### src/rtl/tdm_demux4.sv
// tdm_demux4: 4-slot TDM receive demultiplexer with frame-sync lock/hunt tracking.
// Define TDM_DEMUX_FRAME_COHERENT_EN to publish all four channels together at frame end.
module tdm_demux4 #(
    parameter int W          = 8,
    parameter int MISS_LIMIT = 2
) (
    input  logic         clk,
    input  logic         rst,
    input  logic [W-1:0] din,
    input  logic         din_valid,
    input  logic         frame_sync,
    output logic [W-1:0] ch0,
    output logic [W-1:0] ch1,
    output logic [W-1:0] ch2,
    output logic [W-1:0] ch3,
    output logic [3:0]   ch_strobe,
    output logic         frame_done,
    output logic         locked,
    output logic         sync_err
);
    typedef enum logic {HUNT, LOCKED} state_t;

    state_t       state_q, state_d;
    logic [1:0]   slot_q, slot_d;
    logic [2:0]   miss_q, miss_d;
    logic [W-1:0] ch_q [4];
    logic [W-1:0] ch_d [4];
    logic [3:0]   strobe_q, strobe_d;
    logic         done_q, done_d;
    logic         err_q, err_d;
    logic [1:0]   e;
    logic [2:0]   miss_inc;
    logic         wr;
`ifdef TDM_DEMUX_FRAME_COHERENT_EN
    logic [W-1:0] sh_q [4];
    logic [W-1:0] sh_d [4];
`endif

    assign e        = frame_sync ? 2'd0 : slot_q;
    assign miss_inc = (miss_q == 3'd7) ? 3'd7 : miss_q + 3'd1;

    always_comb begin
        state_d  = state_q;
        slot_d   = slot_q;
        miss_d   = miss_q;
        ch_d     = ch_q;
        strobe_d = '0;
        done_d   = 1'b0;
        err_d    = 1'b0;
        wr       = 1'b0;
        if (din_valid && state_q == HUNT && frame_sync) begin
            wr      = 1'b1;
            state_d = LOCKED;
            slot_d  = 2'd1;
            miss_d  = '0;
        end else if (din_valid && state_q == LOCKED) begin
            wr     = 1'b1;
            slot_d = e + 2'd1;
            done_d = (e == 2'd3);
            if (slot_q == 2'd0) begin
                miss_d = frame_sync ? 3'd0 : miss_inc;
                // A missing sync that exhausts the budget drops lock; the sample still lands in ch0.
                if (!frame_sync && miss_inc >= 3'(MISS_LIMIT)) begin
                    state_d = HUNT;
                    err_d   = 1'b1;
                    slot_d  = 2'd0;
                    miss_d  = '0;
                end
            end else if (frame_sync) begin
                err_d  = 1'b1;
                miss_d = '0;
            end
        end
`ifdef TDM_DEMUX_FRAME_COHERENT_EN
        sh_d = sh_q;
        if (err_d)
            sh_d = '{default: '0};
        if (wr)
            sh_d[e] = din;
        if (done_d) begin
            ch_d     = sh_d;
            strobe_d = 4'b1111;
        end
`else
        if (wr) begin
            ch_d[e]     = din;
            strobe_d[e] = 1'b1;
        end
`endif
    end

    always_ff @(posedge clk or posedge rst) begin
        if (rst) begin
            state_q  <= HUNT;
            slot_q   <= '0;
            miss_q   <= '0;
            ch_q     <= '{default: '0};
            strobe_q <= '0;
            done_q   <= 1'b0;
            err_q    <= 1'b0;
`ifdef TDM_DEMUX_FRAME_COHERENT_EN
            sh_q     <= '{default: '0};
`endif
        end else begin
            state_q  <= state_d;
            slot_q   <= slot_d;
            miss_q   <= miss_d;
            ch_q     <= ch_d;
            strobe_q <= strobe_d;
            done_q   <= done_d;
            err_q    <= err_d;
`ifdef TDM_DEMUX_FRAME_COHERENT_EN
            sh_q     <= sh_d;
`endif
        end
    end

    assign ch0        = ch_q[0];
    assign ch1        = ch_q[1];
    assign ch2        = ch_q[2];
    assign ch3        = ch_q[3];
    assign ch_strobe  = strobe_q;
    assign frame_done = done_q;
    assign sync_err   = err_q;
    assign locked     = (state_q == LOCKED);
endmodule

### config.mk
export PLATFORM = sky130hd
export DESIGN_NAME = tdm_demux4
export DESIGN_NICKNAME = d
export VERILOG_FILES = /design/src/rtl/tdm_demux4.sv
export SDC_FILE = /design/constraint.sdc
export NUM_CORES = 1
export LEC_CHECK = 0
export ABC_AREA = 1
export BUFFER_PORTS_ARGS = -buffer_cell sky130_fd_sc_hd__buf_2
export CAP_MARGIN = 25
export CORE_UTILIZATION = 46
export CTS_CLUSTER_DIAMETER = 30
export CTS_CLUSTER_SIZE = 10
export DETAILED_ROUTE_END_ITERATION = 12
export PLACE_DENSITY = 0.74
export RECOVER_POWER = 25
export SYNTH_ARGS = -nofsm -noshare
export SYNTH_HDL_FRONTEND = slang
export SYNTH_SLANG_ARGS = --single-unit
export TNS_END_PERCENT = 50
### constraint.sdc
create_clock -name clk -period 1.3 [get_ports clk]
set_input_delay 0.13 -clock clk [delete_from_list [all_inputs] [get_ports clk]]
set_output_delay 0.13 -clock clk [all_outputs]
set_load 0.1 [all_outputs]
==> results of run 1 <==
cell families (layout without fill, tap and decap cells):
group | after synthesis | in the layout | synth area share
AOI/OAI and AO/OA | 34 | 34 | 0.119
adders and majority gates | 5 | 5 | 0.0342
buffers and inverters | 29 | 85 | 0.0760
DFF | 44 | 44 | 0.602
and+or+nand+nor | 66 | 69 | 0.168
sequential cells by signal, summed over array words and instances (netlist names):
signal      count
ch0             8
ch1             8
ch2             8
ch3             8
ch_strobe       4
frame_done      1
locked          1
miss_q          3
slot_q          2
sync_err        1
critical path, cell delays in order, from the launching register on:
cell     delay, ns
dfrtp_1       0.41
nand2_2       0.11
inv_1         0.09
ha_2          0.27
nand2_4       0.11
nand2_1       0.10
o21ai_2       0.06
per-layer routing:
metal	share of wire	track usage	wire length, µm
met1	0.46	0.276	1760
met2	0.46	0.285	1760
met3	0.060	0.0651	229
met4	0.013	0.0652	50
met5	0	0	0
final timing paths:
kind,depth (start not counted),slack [ns],end,startpoint
min in group asynchronous,4,0.54,ch2[3],rst
setup / recovery,6,0.03,ch3[4],slot_q[0]
hold reg to reg,2,0.49,ch2[0],ch2[0]
setup reg to reg,6,0.03,ch3[4],slot_q[0]
max in group asynchronous,4,0.31,locked,rst
hold / removal,3,0.13,frame_done,din_valid
synth_stat cells:
cell type / number / area [µm²]
a21boi_0: 1 / 7.51
a21oi_1: 1 / 5.00
buf_6: 4 / 45.0
dfrtp_1: 44 / 1100
ha_1: 5 / 62.6
inv_1: 25 / 93.8
nand2_1: 49 / 184
nand2_2: 2 / 12.5
nand2_4: 4 / 45.0
nand2_8: 1 / 20.0
nand3_1: 2 / 10.0
nand3b_1: 1 / 7.51
nor2_1: 6 / 22.5
o21ai_1: 20 / 100
o21ai_2: 12 / 105
or2_2: 1 / 6.26
cell type report:
| class | count | area, µm² |
|---|---|---|
| flip-flops and latches | 44 | 1100 |
| inverters | 25 | 93.8 |
| repair buffers | 52 | 285 |
| fillers | 328 | 1450 |
| multi-input cells | 108 | 639 |
| well taps | 48 | 60.1 |
| clock inverters | 3 | 46.3 |
| clock buffers | 5 | 68.8 |
per-stage QoR:
step	instances	setup WS, ns
2_1_floorplan	178	-0.0279
3_3_place_gp	273	0.0388
3_5_place_dp	273	-0.0581
4_1_cts	283	0.0201
5_1_grt	285	-0.0238
6_report	285	0.0324
what timing repair did:
item | CTS | global route
resized for setup | 3 | 6
pin swaps | 2 | 2
hold endpoints to repair | 44 | 0
hold buffers | 1 | 0
setup endpoints to repair | 14 | 27
cloned | 1 | 2
buffers inserted | 0 | 0
==> impl_metrics.yaml, run 1 <==
clocking:
  clk_latency_ns: 0.30
  path_clk_slew_ns: 0.09
  h-tree-depth: 2
  ctsRootBufferMaster: "clkbuf_8"
  clock-sinks: 44
  cts_tree: "done"
  clock_path_buffers: 2
  cts_buffers: 5
synthesis:
  synth_cells: 178
  syn_avg_cell_area_um2: 10.3
  ys_ff_latch: 44
  seq_area_frac_synth: 0.602
  ys_warn_count: 0
  netlist_area_um2: 1830
  syn-num-nets: 195
  ys_types: 16
floorplan:
  die_height_um: 65.0
  dieArea_um2: 4230
  core_um2: 3740
  ioPinCount: 51
  die_w_um: 65.0
  start_util: 0.488
  rows: 22
placed_design:
  postPlaceCellArea_um2: 2140
  hpwl_mm: 2.51
  gp_congestion: 0.745
  numPortBuffers: 50
global_routing:
  antenna_found_initial: 0
  overflow: 0
  grt_max_degree: 45
  grt_usage: 0.196
  grt_pass1_vias: 1233
  grt_pass1_wl_mm: 6.06
timing:
  drv_slew: 0
  tightest_slew_ns: 0.571
  fmax_ghz: 0.789
  rsz0062_at_grt: "true"
  min_period_ns: 1.27
  finalSetupViolCount: 0
  hold_viol_final: 0
  period_share: 0.975
  relSlewSlack: 0.619
  fin_hold_ws_ns: 0.132
  finClkSkew_ns: 0.0105
  fin_setup_tns_ns: 0
routing:
  via_per_inst: 4.89
  vias: 1393
  ant_nets: 0
  routed_wl_mm: 3.80
  drc: 0
  first_pass_iters: 4
  detail_route.wl_per_cell_um: 13.3
  drt_iter0_drc: 41
run:
  maxCapViolCount: 0
cells_and_area:
  n_antenna_cell: 0
  nNetsFinal: 253
  final_cell_mix: "nand2_1 (48), buf_2 (48), dfrtp_1 (43)"
  area_growth_pct: 25.7
  final_area_um2: 2300
  drive_gt1_frac: 0.371
  final_core_util: 0.614
setup_path:
  end_kind: "register"
  crit_fanout: 9
  critPathKind: "register to register"
  critPathRequiredTime_ns: 1.48
  cp_data_arrival_time_ns: 1.45
  worstSetupStartpointType: "register"
hold_path:
  min_path_type: "primary input to register"
outcome:
  outcome: "finished, final reports clean"
Power of run 1 is not shown: default switching activity piles up to over one toggle a cycle in this logic, so the estimate is an artifact.
==> inputs of run 2 (changes only) <==
- CORE_UTILIZATION: 46 -> 55
- PLACE_DENSITY: 0.74 -> 0.82
- clock period: 1.3 -> 1.6 ns (I/O delays scaled with it)
==> run 2 against run 1 <==
Highest routed layer unchanged. Worst hold slack worse by 0.024 ns. Sequential cell count unchanged. Final cell count down 2.5%. Via count down 7.5%. Die area down 16%. Critical path depth up 1. Worst setup slack better by 0.19 ns. Core utilization up 8.9 points. Critical path type unchanged. Routed wire length down 7.9%. Clock skew down 0.0037 ns.
==> impl_metrics.yaml, run 2 (synthesized netlist as in run 1, its figures left out) <==
outcome:
  outcome: "finished, final reports clean"
routing:
  first_pass_iters: 4
  drc: 0
  ant_nets: 0
  vias: 1289
  detail_route.wl_per_cell_um: 12.6
  drt_iter0_drc: 74
  routed_wl_mm: 3.50
  via_per_inst: 4.64
timing:
  hold_viol_final: 0
  fin_setup_tns_ns: 0
  relSlewSlack: 0.504
  fmax_ghz: 0.723
  finClkSkew_ns: 0.00678
  period_share: 0.864
  rsz0062_at_grt: "false"
  tightest_slew_ns: 0.744
  drv_slew: 0
  finalSetupViolCount: 0
  min_period_ns: 1.38
hold_path:
  min_path_type: "primary input to register"
setup_path:
  end_kind: "register"
  critPathRequiredTime_ns: 1.89
  cp_data_arrival_time_ns: 1.67
  crit_fanout: 17
  worstSetupStartpointType: "register"
  critPathKind: "register to register"
  reg2reg_slack_ns: 0.22
clocking:
  postCtsHoldBufs: 1
  clock-sinks: 44
  clock_path_buffers: 2
  path_clk_slew_ns: 0.13
  postCtsSetupRepairBufs: 0
  cts_buffers: 5
  clk_latency_ns: 0.35
  ctsRootBufferMaster: "clkbuf_4"
  cts_tree: "done"
  h-tree-depth: 2
  post_cts_resized: 0
floorplan:
  ioPinCount: 51
  rows: 20
  dieArea_um2: 3560
  start_util: 0.589
  die_height_um: 59.7
  core_um2: 3100
  die_w_um: 59.7
global_routing:
  antenna_found_initial: 0
  grt_usage: 0.231
  grt_pass1_vias: 1252
  grt_max_degree: 32
  overflow: 0
  grt_pass1_wl_mm: 5.77
cells_and_area:
  nNetsFinal: 250
  fillers: 272
  drive_gt1_frac: 0.338
  layout.cells.most_common: "buf_2"
  final_cell_mix: "buf_2 (50), nand2_1 (49), dfrtp_1 (43)"
  register_area_um2: 1100
  n_antenna_cell: 0
  fin_cells: 278
  multi_input_comb_area_um2: 588
  area_growth_pct: 19.3
placed_design:
  dp.cells: 269
  gp_congestion: 0.795
  hpwl_mm: 2.53
  numPortBuffers: 50
run:
  maxCapViolCount: 0
[run 2: cell count changes in the layout (fill, tap and decap cells not counted), sizes merged]
cell / previous run / this run
nand2: 59 / 56
inv: 25 / 24
buf: 49 / 50
clkinvlp: 1 / 0
clkinv: 1 / 2
[run 2: final cells by class]
class | count | share of cell area
clock buffer | 6 | 0.0189
clock inverter | 2 | 0.0161
inverter | 25 | 0.0430
multi-input combinational | 105 | 0.270
sequential | 44 | 0.505
tap | 44 | 0.0252
timing repair buffer | 52 | 0.122
[run 2: per-stage QoR]
stage | utilization | instance area [µm²] | worst slack, ns | hold WS (ns)
global placement | 0.680 | 2110 | 0.290 | 0.160
detailed placement | 0.680 | 2110 | 0.232 | 0.161
floorplan | - | 1830 | 0.0861 | 0.353
finish | 0.703 | 2180 | 0.218 | 0.108
CTS | 0.708 | 2200 | 0.195 | 0.0962
global route | 0.703 | 2180 | 0.0480 | 0.103
[run 2: metal layers]
layer / wire length (µm) / up-vias / track usage
met5: 0 / - / 0
li1: - / 663 / -
met4: 35 / 0 / 0.0864
met1: 1540 / 588 / 0.294
met3: 162 / 5 / 0.0758
met2: 1770 / 33 / 0.368
[run 2: final timing paths]
check                          start        end  cells after the start
max                        slot_q[1]     ch0[0]                      7
min                           din[2]     ch0[2]                      3
max reg2reg                slot_q[1]     ch0[0]                      7
min reg2reg                   ch0[4]     ch0[4]                      2
max in group asynchronous        rst     ch0[0]                      4
min in group asynchronous        rst  slot_q[0]                      3
[run 2: critical path, stage by stage (launching register included)]
cell,delay (ns)
dfrtp_1,0.37
inv_1,0.05
nor2_1,0.20
inv_1,0.10
ha_1,0.22
nand2_4,0.20
nand2_1,0.09
o21ai_2,0.07
Power of run 2 is left out for the same reason.
==> inputs of run 3 (changes only) <==
- BUFFER_PORTS_ARGS: -buffer_cell sky130_fd_sc_hd__buf_2 -> not set
- DONT_BUFFER_PORTS: not set -> 1
- PLACE_DENSITY: 0.82 -> 0.69
- SKIP_CTS_REPAIR_TIMING: not set -> 1
==> run 3 against run 2 <==
The flow now finishes with violations (negative hold slack). Global-route usage down 0.30 points. Maximum frequency down 1.0%. Via count up 2.6%. Sequential cell count unchanged. Sequential share of layout area down 1.4 points. Worst hold slack worse by 0.11 ns. Register-to-register slack about the same.
==> impl_metrics.yaml, run 3 (synthesized netlist as in run 1, its figures left out) <==
cells_and_area:
  layout.cells.most_common: "nand2_1"
  register_area_um2: 1100
  fin_cells: 267
  final_cell_mix: "nand2_1 (49), dfrtp_1 (43), buf_4 (39)"
  fillers: 246
  nNetsFinal: 239
  n_antenna_cell: 0
  area_growth_pct: 22.7
  drive_gt1_frac: 0.309
  multi_input_comb_area_um2: 588
floorplan:
  ioPinCount: 51
  die_w_um: 59.7
  core_um2: 3100
  dieArea_um2: 3560
  start_util: 0.589
  rows: 20
  die_height_um: 59.7
timing:
  rsz0062_at_grt: "false"
  fin_setup_tns_ns: 0
  finClkSkew_ns: 0.0127
  fin_hold_ws_ns: -0.00160
  finalSetupViolCount: 0
  hold_viol_final: 1
  period_share: 0.873
  fmax_ghz: 0.716
  relSlewSlack: 0.557
  tightest_slew_ns: 0.660
  min_period_ns: 1.40
  drv_slew: 0
setup_path:
  critPathRequiredTime_ns: 1.87
  crit_start: "slot_q[1]"
  r2r_cells: 7
  r2r_end: "ch0[3]"
  critPathKind: "register to register"
  worstSetupStartpointType: "register"
  endpoint: "ch0[3]"
  crit_fanout: 17
  reg2reg_slack_ns: 0.20
  cp_data_arrival_time_ns: 1.67
  r2r_start: "slot_q[1]"
  end_kind: "register"
routing:
  dr_wl_met3_um: 196
  drc: 0
  wl_met2_mm: 1.74
  ant_nets: 0
  drt_iter0_drc: 48
  wl_met1_mm: 1.58
  detail_route.wl_per_cell_um: 13.4
  routed_wl_mm: 3.57
  highest_layer: "met4"
  vias: 1322
  via_per_inst: 4.95
  first_pass_iters: 4
global_routing:
  grt_pass1_vias: 1204
  overflow: 0
  grt_usage: 0.228
  grt_pass1_wl_mm: 5.76
  grt_max_degree: 27
  antenna_found_initial: 0
outcome:
  outcome: "finished, violations left"
  violations: "negative hold slack"
clocking:
  path_clk_slew_ns: 0.13
  cts_buffers: 5
  h-tree-depth: 2
  cts_tree: "done"
  ctsRootBufferMaster: "clkbuf_4"
  clk_latency_ns: 0.34
  clock_path_buffers: 2
  clock-sinks: 44
placed_design:
  gp_congestion: 0.798
  dp.cells: 258
  hpwl_mm: 2.68
  numPortBuffers: 0
hold_path:
  min_path_type: "primary input to register"
run:
  maxCapViolCount: 0
## run 3: cell types whose count changed in the layout (fill, tap and decap cells not counted), sizes merged
cell	before	now
clkinv	2	1
buf	50	39
clkbuf	7	8
## run 3: cell type report
| type | instances | share of cell area |
|---|---|---|
| Clock inverter | 1 | 0.0134 |
| Sequential cell | 44 | 0.492 |
| Tap cell | 44 | 0.0246 |
| Timing Repair Buffer | 41 | 0.137 |
| Multi-Input combinational cell | 105 | 0.262 |
| Inverter | 25 | 0.0419 |
| Clock buffer | 7 | 0.0290 |
## run 3: stage by stage
stage,cell area (µm²),setup slack [ns],hold slack (ns),util
after floorplan,1830,0.0861,0.353,-
after global placement,2150,0.334,0.0955,0.694
after detailed placement,2150,0.241,0.106,0.694
after CTS,2250,0.208,-0.279,0.724
after global routing,2240,0.0551,0.00650,0.723
final,2240,0.203,-0.00160,0.723
## run 3: worst min-delay path by stage
stage	end	start	cells past startpoint
final	miss_q[0]	frame_sync	3
after global routing	miss_q[2]	frame_sync	3
after CTS	frame_done	rst	1
after detailed placement	frame_done	rst	1
after global placement	frame_done	rst	1
after floorplan	miss_q[0]	frame_sync	3
## run 3: worst max-delay path, stage by stage, from the launching register on
cell and delay [ns]:
dfrtp_1 0.37, inv_1 0.07, nor2_1 0.19, inv_1 0.10
ha_1 0.22, nand2_4 0.20, nand2_1 0.11, o21ai_2 0.07
## run 3: per-layer routing
| metal | vias up | GRT usage |
|---|---|---|
| met4 | 0 | 0.0997 |
| li1 | 652 | - |
| met2 | 44 | 0.354 |
| met5 | - | 0 |
| met3 | 6 | 0.0455 |
| met1 | 620 | 0.311 |
Power of run 3 is left out for the same reason.
